<file path="src/rtl/pc_unit.sv">
// IF-stage program counter: sequential advance, stall hold, branch/jump redirect, wrap flag.
// Defining PC_RAS_EN adds a return-address stack for call/ret redirects.
module pc_unit #(
  parameter int                  PC_WIDTH     = 16,
  parameter int                  INC          = 1,
  parameter logic [PC_WIDTH-1:0] RESET_VECTOR = '0,
  parameter int                  RAS_DEPTH    = 4
) (
  input  logic                clk,
  input  logic                reset,
  input  logic                stall,
  input  logic                branch_taken,
  input  logic [PC_WIDTH-1:0] branch_offset,
  input  logic                jump,
  input  logic [PC_WIDTH-1:0] jump_target,
  input  logic                call,
  input  logic                ret,
  output logic [PC_WIDTH-1:0] pc,
  output logic [PC_WIDTH-1:0] pc_next_seq,
  output logic                pc_valid,
  output logic                wrap,
  output logic                ras_full,
  output logic                ras_empty,
  output logic                ras_underflow
);

  localparam logic [PC_WIDTH:0] INC_EXT = (PC_WIDTH+1)'(INC);

  // Extra top bit of the sum is the carry-out used for the wrap flag.
  logic [PC_WIDTH:0]   seq_sum;
  logic [PC_WIDTH-1:0] pc_d;
  logic                wrap_d;
  logic                ret_en;
  logic [PC_WIDTH-1:0] ras_top;

  assign seq_sum     = {1'b0, pc} + INC_EXT;
  assign pc_next_seq = seq_sum[PC_WIDTH-1:0];

`ifdef PC_RAS_EN
  localparam int AW = $clog2(RAS_DEPTH);
  localparam int CW = AW + 1;

  logic [PC_WIDTH-1:0] ras_mem [RAS_DEPTH];
  logic [AW-1:0]       wp;
  logic [CW-1:0]       cnt;
  logic [AW-1:0]       top_idx;
  logic                push;
  logic                pop_ok;

  assign top_idx   = wp - 1'b1;
  assign push      = call & jump;
  assign pop_ok    = ret & (cnt != '0);
  assign ras_top   = ras_mem[top_idx];
  assign ras_full  = (cnt == CW'(RAS_DEPTH));
  assign ras_empty = (cnt == '0);
  assign ret_en    = ret;

  // Pop+push in one cycle replaces the top slot in place; a full push lands on the oldest slot.
  always_ff @(posedge clk) begin
    if (push && pop_ok)
      ras_mem[top_idx] <= pc_next_seq;
    else if (push)
      ras_mem[wp] <= pc_next_seq;
  end

  always_ff @(posedge clk or posedge reset) begin
    if (reset) begin
      wp            <= '0;
      cnt           <= '0;
      ras_underflow <= 1'b0;
    end else begin
      ras_underflow <= ret & (cnt == '0);
      if (push && !pop_ok) begin
        wp <= wp + 1'b1;
        if (cnt != CW'(RAS_DEPTH))
          cnt <= cnt + 1'b1;
      end else if (pop_ok && !push) begin
        wp  <= wp - 1'b1;
        cnt <= cnt - 1'b1;
      end
    end
  end
`else
  logic unused_ras;

  assign unused_ras    = call ^ ret;
  assign ret_en        = 1'b0;
  assign ras_top       = '0;
  assign ras_full      = 1'b0;
  assign ras_empty     = 1'b1;
  assign ras_underflow = 1'b0;
`endif

  always_comb begin
    pc_d   = pc_next_seq;
    wrap_d = 1'b0;
    if (ret_en)
      pc_d = ras_empty ? jump_target : ras_top;
    else if (jump)
      pc_d = jump_target;
    else if (branch_taken)
      pc_d = pc_next_seq + branch_offset;
    else if (stall)
      pc_d = pc;
    else begin
      pc_d   = pc_next_seq;
      wrap_d = seq_sum[PC_WIDTH];
    end
  end

  always_ff @(posedge clk or posedge reset) begin
    if (reset) begin
      pc       <= RESET_VECTOR;
      wrap     <= 1'b0;
      pc_valid <= 1'b0;
    end else begin
      pc       <= pc_d;
      wrap     <= wrap_d;
      pc_valid <= 1'b1;
    end
  end

endmodule

</file>
<file path="config.mk">
export PLATFORM = sky130hd
export DESIGN_NAME = pc_unit
export DESIGN_NICKNAME = d
export VERILOG_FILES = /design/src/rtl/pc_unit.sv
export SDC_FILE = /design/constraint.sdc
export NUM_CORES = 1
export LEC_CHECK = 0
export ABC_AREA = 0
export ABC_CLOCK_PERIOD_IN_PS = 4370
export CAP_MARGIN = 20
export CELL_PAD_IN_SITES_DETAIL_PLACEMENT = 0
export CELL_PAD_IN_SITES_GLOBAL_PLACEMENT = 1
export CORE_MARGIN = 2
export CORE_UTILIZATION = 32
export CTS_CLUSTER_DIAMETER = 40
export DETAILED_ROUTE_END_ITERATION = 7
export PLACE_DENSITY = 0.87
export SLEW_MARGIN = 30
export SYNTH_ARGS = -nofsm -noshare
export SYNTH_HDL_FRONTEND = slang
export SYNTH_SLANG_ARGS = --single-unit
</file>
<file path="constraint.sdc">
create_clock -name clk -period 4.37 [get_ports clk]
set_input_delay 0.874 -clock clk [delete_from_list [all_inputs] [get_ports clk]]
set_output_delay 0.874 -clock clk [all_outputs]
set_load 0.005 [all_outputs]
</file>
# Word level (Yosys, flattened, before mapping)
# Cells that the tools add are included.
# Widths: inputs -> output; s select.
classes:
  n_eq_ne: 1
  mux: 6
  n_bitwise: 0
  shift: 0
  multipliers: 0
  reduce_logical: 0
  n_lt_le_gt_ge: 0
  addsub: 2
  div_mod_pow: 0
op_table:
  columns: ["operator", "count"]
  rows:
  - ["$mux 16", 3]
  - ["$add 16x1->17 const B", 1]
  - ["$add 16x16->16", 1]
  - ["$mux 1", 3]
  - ["$ne 3x1->1 const B", 1]
word_totals:
  mem_count: 0
  register_bits: 18
  mem_bits_ro: 0
  ramBits: 0
  inputBits: 39
  wordCells: 12
  latch_bits: 0

# Depth between registers and ports, before layout
logic_depth:
  word_depth: 4
  mapped_depth: 14

# Worst setup path after synthesis
# Ideal clock, no wire load.
synth_timing:
  path_type: "reg-to-reg"
  from: "reg pc[0]"
  to: "reg pc[15]"
  setup_slack_ns: 1.134
  path_stages_with_launch: 14
  synth_period_minus_slack_ns: 3.236
  n_path_buf: 0
  setup_time_ns: 0.092
  t_arrival_ns: 3.144
  required_time_ns: 4.278
  cell_sequence: "dfrtp_1 > ha_1 > nand3_1 > or2_2 > nor2_1 > xor2_1 > ha_1 > a21o_1 > o21bai_1 > a21o_1 > o31a_1 > or3_1 > xor2_1 > o31ai_2"
synth_between:
  elab_chain_cells: 4
synth_lines:
  columns: ["element", "line_no", "text"]
  rows:
  - ["start, declared", "18", "output logic [PC_WIDTH-1:0] pc,"]
  - ["start signal, assigned", "117", "pc <= pc_d;"]
  - ["$add 16x1->17", "36", "assign seq_sum = {1'b0, pc} + INC_EXT;"]
  - ["net pc_next_seq[10]", "19", "output logic [PC_WIDTH-1:0] pc_next_seq,"]
  - ["$add 16x16->16", "102", "pc_d = pc_next_seq + branch_offset;"]
  - ["$mux 16", "101", "else if (branch_taken)"]
  - ["$mux 16", "99", "else if (jump)"]
# The timed path passes the listed nets, and every way through them passes these cells. The select of a mux whose other input is x is not followed.
# A chain may end at the register's enable or synchronous reset.

# Worst setup path in the final report
layout_timing:
  from: "reg pc[0]"
  to: "reg pc[15]"
layout_between:
  elab_chain_cells: 4
layout_lines:
  columns: ["element", "line_no"]
  rows:
  - ["$add 16x1->17 (*)", "36"]
  - ["$add 16x16->16 / $mux 16 (equally long branches)", "102, 103"]
  - ["$mux 16 (*)", "101"]
  - ["$mux 16 (*)", "99"]
# Every way passes the cells marked *; elsewhere a longest branch is shown, timed or not. The select of a mux whose other input is x is not followed.

==> impl_metrics.ini <==
[floorplanning]
pin_count = 76
die-area_mm2 = 0.00677
initial_core_util_pct = 33.1
fp-row-count = 28
coreArea_mm2 = 0.00592
die_width_um = 82.3
fp.dieH_um = 82.3

[clocking]
root_buffer = clkbuf_8
clkSinkCount = 18
insertion_delay_ns = 0.26
hold_buffers = 0
cts_resized = 0
cts-buffers-inserted = 3
cts_tree = yes
clk_pin_slew_ns = 0.07
htreeDepth = 1
clockBufferDepth = 2
cts_setup_buffers = 0

[grt]
grt_pass1_vias = 1898
grt_pass1_wl_um = 9110
grt_max_degree = 19
overflow = 0
grt_usage_pct = 17.7
grt_antenna_before_repair = 0

[power]
p_sw_share_pct = 40.2
powerDensity_mw_per_mm2 = 360
p_seq_share_pct = 24.4
comb_power_share_pct = 61.4
p_int_mw = 0.597
power.switching_mw = 0.402
p_leak_nw = 1.13
pwr-share-clk_pct = 14.2
peakVddDrop_mv = 0.167

[min_path]
hold_path_class = reg -> reg

[worst_setup_path]
cp_data_arrival_time_ns = 3.78
crit_slowest_cell = dfrtp_1
rrSetupSlack_ns = 0.77
critPathLaunch = pc[0]$_DFFE_PP0P_
path_cells = ha_1 -> nand3_1 -> or2_2 -> nor2_1 -> xor2_1 -> ha_1 -> a21o_1 -> o21bai_1 -> a21o_1 -> o31a_1 -> or3_1 -> xor2_1 -> o31ai_2
crit_type = reg -> reg
r2r_start = pc[0]$_DFFE_PP0P_
r2r_end = pc[15]$_DFFE_PP0P_
end_kind = register
endpoint = pc[15]$_DFFE_PP0P_
cp-start-kind = register
critPathMaxFanout = 6
critPathMaxStageDelay_ns = 0.45
reg2reg_depth = 13
cp.required_ns = 4.54

[sta]
hold_viol = 0
layout_setup_ws_ns = 0.767
final_max_slew_viol_count = 0
worst_pin_slew_ns = 0.732
period_needed_ns = 3.60
relSlewSlack_pct = 51.1
tns_ns = 0
timing.fmax_mhz = 278
clock_skew_ns = 0.00135
rsz0062_at_grt = false
setup_viol = 0
fin_crit_sh_pct = 82.5

[place]
gp_congestion = 0.856
port-buffer-count = 70
dp_slack_ns = 0.788
dp_hpwl_um = 4710

[finish]
area_delta_synth_final_pct = 41.4
layout.nets = 369
drive_gt1_share_pct = 4.87
num_antenna_cells = 0

[synth]
yosysTopAreaCell = dfrtp_1
yosysWarnings = 0
synth.cells.most_frequent = nand2_1, nor2_1, ha_1, dfrtp_1, xor2_1
synth-simple-area-share_pct = 18.6
synth_fa_ha_area_share_pct = 13.8
synth.distinct_cells = 45
syn_area_per_cell_um2 = 8.10
async_reset_ff_share_pct = 100
synth_top_family_by_area = compound AO/OA/AOI/OAI gates
synth-edff-count = 0
synthXorXnorAreaFrac_pct = 14.3
syn_area_mm2 = 0.00196
synth_top_area_share_pct = 23.0
ys_seq_area_share_pct = 23.0
synth_ff_type = dfrtp_1
synthTopCellsByArea = dfrtp_1, ha_1, xor2_1
synthMuxAreaShare_pct = 0.511
synth.ff_latch_count = 18
synth_compound_area_share_pct = 25.5
synth_cells = 242

[drt]
via_count = 2035
firstDrtPassIters = 4
drtIter0Drc = 141
postRouteAntennaNets = 0
route.detailed.drc = 0
vias_per_cell = 5.31
routedWlPerCell_um = 15.3
drt-total-wl_um = 5860

[outcome]
status = finished clean

[run]
cap_violations = 0
[layout by cell type, fill, tap and decap left out, types with 2 or more instances in the layout]
cell	n
nor3_1	7
and2_1	2
a21o_2	2
nor2_1	23
inv_1	6
nand3_1	10
a22oi_1	6
nand2_1	23
o211ai_1	5
a21o_1	7
and4_1	2
dfrtp_1	18
o21bai_1	3
o21a_1	5
or3_1	2
ha_1	20
clkdlybuf4s50_1	70
xnor2_1	15
conb_1	4
a221oi_1	4
nand4_1	4
o21ai_0	10
or2_2	2
o31a_1	2
clkbuf_8	4
xor2_1	17
a21oi_1	16
[worst max-delay path: cells and delay by family, from the launching register on]
| kind | cells | cell delay [ns] |
|---|---|---|
| AOI/OAI and AO/OA | 5 | 0.98 |
| adders and majority gates | 2 | 0.59 |
| DFF | 1 | 0.45 |
| and+or+nand+nor | 4 | 1.04 |
| xor gates and xnor gates | 2 | 0.46 |
[sequential cells by signal, summed over array words and instances, names as in the netlist]
register / count
pc: 16
pc_valid: 1
wrap: 1
[per-stage QoR]
step	cell area, µm²	utilization (%)	std cells	hold WS (ns)	power, mW
2_1_floorplan	1970	-	244	0.549	0.605
3_3_place_gp	2720	45.9	379	0.558	0.850
3_5_place_dp	2720	45.9	379	0.569	0.855
4_1_cts	2770	46.8	383	0.585	1.00
5_1_grt	2770	46.8	383	0.632	1.08
6_report	2770	46.8	383	0.585	0.999
[final cells by class]
type	count	area (µm²)
Inverter	6	22.5
Sequential cell	18	450
Fill cell	586	3150
Multi-Input combinational cell	209	1440
Clock buffer	4	55.1
Tap cell	75	93.8
Timing Repair Buffer	71	708
[cells by family (layout without fill, tap and decap cells)]
group | Yosys count | in the layout
other | 2 | 4
DFF | 18 | 18
AOI/OAI and AO/OA | 72 | 72
muxes | 1 | 1
adders and majority gates | 21 | 21
buffers and inverters | 17 | 81
xor gates and xnor gates | 32 | 32
and+or+nand+nor | 79 | 79
[per-layer routing]
layer | wire (µm) | global-route usage (%)
met5 | 0 | 0
met4 | 123 | 7.50
met3 | 229 | 0.761
met2 | 2780 | 27.9
met1 | 2720 | 25.0
[power groups by stage]
stage / registers, mW / logic [mW] / clock network, mW
3_5_place_dp: 0.246 / 0.609 / 0
6_report: 0.244 / 0.613 / 0.142
2_1_floorplan: 0.237 / 0.368 / 0
3_3_place_gp: 0.245 / 0.604 / 0
5_1_grt: 0.249 / 0.679 / 0.151
4_1_cts: 0.243 / 0.614 / 0.144
[worst min-delay path by stage]
| stage | cells after the start | to | startpoint |
|---|---|---|---|
| after detailed placement | 2 | pc[5]$_DFFE_PP0P_ | pc[5]$_DFFE_PP0P_ |
| after global placement | 2 | pc[5]$_DFFE_PP0P_ | pc[5]$_DFFE_PP0P_ |
| after global routing | 2 | pc[3]$_DFFE_PP0P_ | pc[3]$_DFFE_PP0P_ |
| after floorplan | 2 | pc[5]$_DFFE_PP0P_ | pc[5]$_DFFE_PP0P_ |
| after CTS | 2 | pc[5]$_DFFE_PP0P_ | pc[5]$_DFFE_PP0P_ |
| final | 2 | pc[5]$_DFFE_PP0P_ | pc[5]$_DFFE_PP0P_ |
No activity file was read; power rests on OpenSTA's default activity.
